$ cat config.mk
export PLATFORM = sky130hd
export DESIGN_NAME = mux_sel_scanner
export DESIGN_NICKNAME = d
export VERILOG_FILES = /design/src/rtl/mux_sel_scanner.sv
export SDC_FILE = /design/constraint.sdc
export NUM_CORES = 1
export LEC_CHECK = 0
export CAP_MARGIN = 0
export CORE_MARGIN = 2
export CORE_UTILIZATION = 45
export DETAILED_ROUTE_END_ITERATION = 12
export HOLD_SLACK_MARGIN = 0.08
export PLACE_DENSITY_LB_ADDON = 0.2
export SLEW_MARGIN = 20
export SYNTH_ARGS = -nofsm -noshare
export SYNTH_HDL_FRONTEND = slang
export SYNTH_SLANG_ARGS = --single-unit
$ cat constraint.sdc
create_clock -name clk -period 2.8 [get_ports clk]
set_clock_uncertainty 0.2 [all_clocks]
set_input_delay 0.7 -clock clk [delete_from_list [all_inputs] [get_ports clk]]
set_output_delay 0.7 -clock clk [all_outputs]
set_load 0.02 [all_outputs]
$ cat src/rtl/mux_sel_scanner.sv
// mux_sel_scanner
// Walks a 2**SELW-input mux one channel at a time. The select is held for HOLD
// cycles per channel, and the mux output is sampled on the last cycle of each
// hold window. The sampled bits are assembled into an NCH-bit frame, which is
// offered downstream with a valid/ready handshake. A scan runs once per start
// pulse, or back-to-back while cont is high.
module mux_sel_scanner #(
    parameter int NCH  = 4,
    parameter int SELW = 2,
    parameter int HOLD = 2,
    parameter int CNTW = 4
) (
    input  logic            clk,
    input  logic            rst_n,
    input  logic            start,
    input  logic            cont,
    output logic [SELW-1:0] s,
    input  logic            mux_out,
    output logic [NCH-1:0]  frame,
    output logic            frame_valid,
    input  logic            frame_ready,
    output logic            busy
);

    localparam logic [1:0] ST_IDLE = 2'd0;
    localparam logic [1:0] ST_SCAN = 2'd1;
    localparam logic [1:0] ST_DONE = 2'd2;

    localparam logic [CNTW-1:0] CNT_LAST = CNTW'(HOLD - 1);
    localparam logic [SELW-1:0] SEL_LAST = SELW'(NCH - 1);

    logic [1:0]      state_r;
    logic [SELW-1:0] s_r;
    logic [CNTW-1:0] cnt_r;
    logic [NCH-1:0]  capture_r;
    logic [NCH-1:0]  frame_r;
    logic            frame_valid_r;
    logic            busy_r;
    logic [NCH-1:0]  capture_next_s;

    // Capture vector with the currently selected channel replaced by the live mux bit.
    always_comb begin
        capture_next_s       = capture_r;
        capture_next_s[s_r]  = mux_out;
    end

    // Scan sequencer: select stepping, hold counting, frame assembly and handshake.
    always_ff @(posedge clk) begin
        if (!rst_n) begin
            state_r       <= ST_IDLE;
            s_r           <= {SELW{1'b0}};
            cnt_r         <= {CNTW{1'b0}};
            capture_r     <= {NCH{1'b0}};
            frame_r       <= {NCH{1'b0}};
            frame_valid_r <= 1'b0;
            busy_r        <= 1'b0;
        end else begin
            case (state_r)
                ST_IDLE: begin
                    s_r   <= {SELW{1'b0}};
                    cnt_r <= {CNTW{1'b0}};
                    if (start) begin
                        state_r <= ST_SCAN;
                        busy_r  <= 1'b1;
                    end
                end
                ST_SCAN: begin
                    if (cnt_r != CNT_LAST) begin
                        cnt_r <= cnt_r + CNTW'(1);
                    end else begin
                        // End of the hold window: the mux has settled, take the bit.
                        capture_r <= capture_next_s;
                        cnt_r     <= {CNTW{1'b0}};
                        if (s_r != SEL_LAST) begin
                            s_r <= s_r + SELW'(1);
                        end else begin
                            frame_r       <= capture_next_s;
                            frame_valid_r <= 1'b1;
                            s_r           <= {SELW{1'b0}};
                            state_r       <= ST_DONE;
                        end
                    end
                end
                ST_DONE: begin
                    // frame_valid is always high here, so ready alone marks the transfer.
                    if (frame_ready) begin
                        frame_valid_r <= 1'b0;
                        if (cont) begin
                            state_r <= ST_SCAN;
                            s_r     <= {SELW{1'b0}};
                            cnt_r   <= {CNTW{1'b0}};
                        end else begin
                            state_r <= ST_IDLE;
                            busy_r  <= 1'b0;
                        end
                    end
                end
                default: begin
                    // Unreachable encoding: fall back to a clean idle state.
                    state_r       <= ST_IDLE;
                    s_r           <= {SELW{1'b0}};
                    cnt_r         <= {CNTW{1'b0}};
                    frame_valid_r <= 1'b0;
                    busy_r        <= 1'b0;
                end
            endcase
        end
    end

    assign s           = s_r;
    assign frame       = frame_r;
    assign frame_valid = frame_valid_r;
    assign busy        = busy_r;

endmodule

* Yosys cells after proc, flatten, opt, wreduce, memory -nomap -nowiden
Cells that the tools add are included.
Storage, ports and cells: register bits 18, latch bits 0, bits in writable memories 0, ROM bits 0, bits of input ports 6, word-level logic and storage cells 60, memories kept 0
Operators by class: $add $sub $neg 2, multiply operators 0, div/mod/pow operators 0, magnitude comparators 2, eq/ne operators 10, shift-type cells 0, multiplexer cells 26, bitwise gates (word level) 4, reductions and logical operators 9
Operators by type and width (number):
- 2-bit two-way mux | 8
- 2-bit inequality test (second input constant) | 7
- 4-bit two-way mux | 3
- 4-bit AND reduction | 3
- 1-bit two-way mux | 8
- 4-bit one-hot mux with 2 select lines | 1
- 1-bit one-hot mux with 3 select lines | 2
- 2-bit one-hot mux with 3 select lines | 1
- 3-bit AND reduction | 2
- 4-bit by 1-bit adder with 4-bit output (second input constant) | 1
- 4-bit bitwise mux | 1
- 4-bit by 1-bit inequality test with 1-bit output (second input constant) | 1
- 1-bit NOT | 4
- 2-bit one-hot mux with 2 select lines | 1
- 2-bit AND reduction | 2
- 2-bit by 3-bit less-than comparator with 1-bit output (second input constant) | 1
- 2-bit by 1-bit adder with 2-bit output (second input constant) | 1
- 1-bit demux with 2-bit select | 1
- 2-bit by 1-bit == test with 1-bit output (second input constant) | 1
- 2-bit == test (second input constant) | 1
- 2-bit by 1-bit greater-or-equal comparator with 1-bit output (second input constant) | 1
- 2-bit logical NOT | 1
- 1-bit logical AND | 1

* Longest topological paths before layout
depth after elaboration 5, depth in mapped cells 5

* Least setup slack after synthesis
Ideal clock, no wire load.
path type input-to-reg, start input port rst_n, end register cnt_r[2], library setup time 0.070 ns, data arrival time 1.326 ns, required time 2.530 ns, path slack 1.204 ns, stages 4, path through buf_2 -> clkbuf_1 -> o21ai_0 -> a21oi_1
RTL lines:
- start, declared | line 14 | input logic rst_n,
- end signal, assigned | line 52 | cnt_r <= {CNTW{1'b0}};
- end signal, assigned | line 61 | cnt_r <= {CNTW{1'b0}};
- end signal, assigned | line 69 | cnt_r <= cnt_r + CNTW'(1);
- end, declared | line 34 | logic [CNTW-1:0] cnt_r;

* Worst setup path in the final report
start register s_r[0] (netlist: s[0]), end output port s[0]
RTL lines:
- start, declared | line 33 | logic [SELW-1:0] s_r;
- start signal, assigned | line 51 | s_r <= {SELW{1'b0}};
- start signal, assigned | line 60 | s_r <= {SELW{1'b0}};
- start signal, assigned | line 75 | s_r <= s_r + SELW'(1);
- end, declared | line 17 | output logic [SELW-1:0] s,
No word-level cell between the ends.

==> flow_summary.json <==
{
  "synth.avg_cell_area_sq_um": 8.85,
  "ys.flop_type": "dfxtp_1",
  "routed_wl_um": 1640,
  "run_status": "finished clean",
  "min-delay-start": "capture_r[0]",
  "hp-class": "reg -> reg",
  "yosys.area.top_type": "dfxtp_1",
  "end_kind": "output port",
  "h-tree-depth": 1,
  "grt_start_max_net_pins": 19,
  "maxCapViolations": 0,
  "power.density_nw_per_um2": 411,
  "cts_tree": "done",
  "power_frac_seq_pct": 59.2,
  "multiInputGateArea_sq_um": 492,
  "clock_latency_ns": 0.29,
  "synth_top_area_share_pct": 39.2,
  "worstHoldEndpoint": "capture_r[0]",
  "grt_usage_pct": 16.7,
  "design_area_sq_um": 1030,
  "clk_pin_slew_ns": 0.10,
  "gp_congestion": 0.715,
  "firstDrtPassIters": 2,
  "fp.dieArea_sq_um": 2290,
  "area_growth_pct": 18.9,
  "rr_endpoint": "frame[2]",
  "avgRoutedWirePerCell_um": 12.1,
  "p_clk_share_pct": 30.6,
  "syn_inst": 98,
  "dp_hpwl_um": 1210,
  "grt_first_pass_wirelength_um": 2660,
  "r2r-start": "state_r[0]",
  "antenna_found_initial": 0,
  "cts_buffer_depth": 2,
  "viasPerCell": 5.19,
  "numPortBuffers": 13,
  "placed_cells": 131,
  "die_h_um": 47.9,
  "ff_latch_area_sq_um": 340,
  "drtIter0Drc": 8,
  "critical_path_class": "reg -> out",
  "nFillCells": 177,
  "postCtsHoldBufs": 0,
  "synth_cell_types": 26,
  "critPathSlowestCell": "clkdlybuf4s50_1",
  "final-hold-violation-count": 0,
  "yosysSeqAreaShare_pct": 39.2,
  "path_cells": "clkdlybuf4s50_1",
  "reg2regPathDepth": 3,
  "num_antenna_cells": 0,
  "synth_edf_count": 0,
  "rsz0062_at_grt": "no",
  "ant_nets": 0,
  "r2r_slack_ns": 0.99,
  "post-cts-setup-buffers": 0,
  "p_total_uw": 424,
  "start_util_pct": 49.1,
  "p_sw_share_pct": 24.0,
  "p_int_uw": 322,
  "cp_max_fo": 7,
  "ys_ff_latch": 17,
  "grt_pass1_vias": 596,
  "yosys-top-cells-count": "18 x nand2_1, 17 x dfxtp_1, 7 x mux2i_1, 7 x nand3_1, 5 x nor2b_1",
  "critPathTopFamily": "buffers and inverters",
  "synth_area_sq_um": 867,
  "placed_cell_area_sq_um": 1000,
  "vdd_ir_drop_max_mv": 0.383,
  "holdPathStages": 2,
  "fin_crit_sh_pct": 82.9,
  "layout-drive-gt1-share_pct": 8.18,
  "pwr-share-comb_pct": 10.2,
  "drc": 0,
  "setup_ws_ns": 0.478,
  "ys_top_cells_by_area": "dfxtp_1 39%, mux2i_1 8.1%, nand2_1 7.8%",
  "slew_headroom_pct": 57.0,
  "core_sq_um": 1760,
  "setup_viol": 0,
  "vias": 701,
  "crit_required_ns": 1.90,
  "num_io_pins": 14,
  "die_w_um": 47.9,
  "synth.net_count": 108,
  "ctsRootBufferMaster": "clkbuf_4",
  "fin_tns_setup_ns": 0,
  "yosysMostFrequentCell": "nand2_1",
  "slowest_delay_ns": 0.66,
  "cts_resized": 0,
  "final_net_count": 121,
  "p_switching_uw": 102,
  "cp.arrival_ns": 1.42,
  "dpl_worst_slack_ns": 0.545,
  "critPathLaunchType": "flop",
  "synthArstFlopShare_pct": 0,
  "worst_pin_slew_ns": 0.644,
  "rows": 15,
  "min_period_ns": 2.32,
  "grt_overflow": 0,
  "p_leak_uw": 0.000398,
  "cts_made_buffers": 3,
  "slew_viol_final": 0,
  "cp_num_buf_inv": 1,
  "fin_cells": 135,
  "ys_warn_count": 0,
  "fmax_ghz": 0.431,
  "cts.sinks": 17
}
flip-flops by register name, summed over array words and instances (netlist names):
signal,flops
busy,1
capture_r,3
cnt_r,4
frame,4
frame_valid,1
s,2
state_r,2
worst register-to-register path: stages, from the launching register on:
cell     delay, ns
dfxtp_1       0.46
nor2b_1       0.58
nand3_2       0.28
mux2i_1       0.18
worst max-delay path by stage:
| stage | start | end | slack, ns | cells after the start |
|---|---|---|---|---|
| floorplan | rst_n | cnt_r[2] | 1.20 | 4 |
| global placement | rst_n | s[0] | 0.60 | 3 |
| detailed placement | rst_n | s[1] | 0.54 | 3 |
| CTS | s[0] | s[0] | 0.48 | 1 |
| global route | s[0] | s[0] | 0.41 | 1 |
| finish | s[0] | s[0] | 0.48 | 1 |
cell families (layout without fill, tap and decap cells):
family	after synthesis	in the layout	synth area share [%]
AOI/OAI and AO/OA	17	17	12.3
muxes	10	10	12.0
adders and majority gates	4	4	5.77
and+or+nand+nor	42	42	26.7
buffers and inverters	8	20	4.04
DFF	17	17	39.3
routing by layer:
layer	vias up	global-route usage [%]	part of all wire (%)	routed length (um)
met5	-	0	0	0
met4	0	4.86	0.73	12
met3	2	5.66	3.2	53
met2	9	26.7	47	773
met1	323	21.4	49	801
li1	367	-	-	-
per-stage QoR:
step / hold slack [ns] / util (%)
2_1_floorplan: 0.236 / -
3_3_place_gp: 0.243 / 57.0
3_5_place_dp: 0.255 / 57.0
4_1_cts: 0.272 / 58.4
5_1_grt: 0.282 / 58.4
6_report: 0.265 / 58.4
cell usage in the layout, fill, tap and decap left out, types with 2 or more instances in the layout:
master,count
o21ai_0,4
a21oi_1,4
nand3b_1,3
dfxtp_1,17
nor2b_1,5
mux2_2,3
clkbuf_4,3
ha_1,4
nor3b_1,2
nand2_1,18
mux2i_1,7
a31oi_1,4
clkdlybuf4s50_1,13
inv_1,3
nand3_1,7
nor2_1,3
final cells by class:
class	instances	share of cell area, %
multi-input combinational	73	47.7
sequential	17	33.0
timing repair buffer	13	12.6
tap	25	3.03
clock buffer	4	2.55
inverter	3	1.09
power groups by stage:
| stage | Sequential, uW | Clock (uW) | Combinational (uW) |
|---|---|---|---|
| 3_5_place_dp | 257 | 0 | 43.7 |
| 5_1_grt | 252 | 145 | 47.8 |
| 2_1_floorplan | 256 | 0 | 28.8 |
| 6_report | 251 | 130 | 43.2 |
| 4_1_cts | 251 | 133 | 43.5 |
| 3_3_place_gp | 256 | 0 | 42.8 |
No activity file was read; power rests on OpenSTA's default activity.
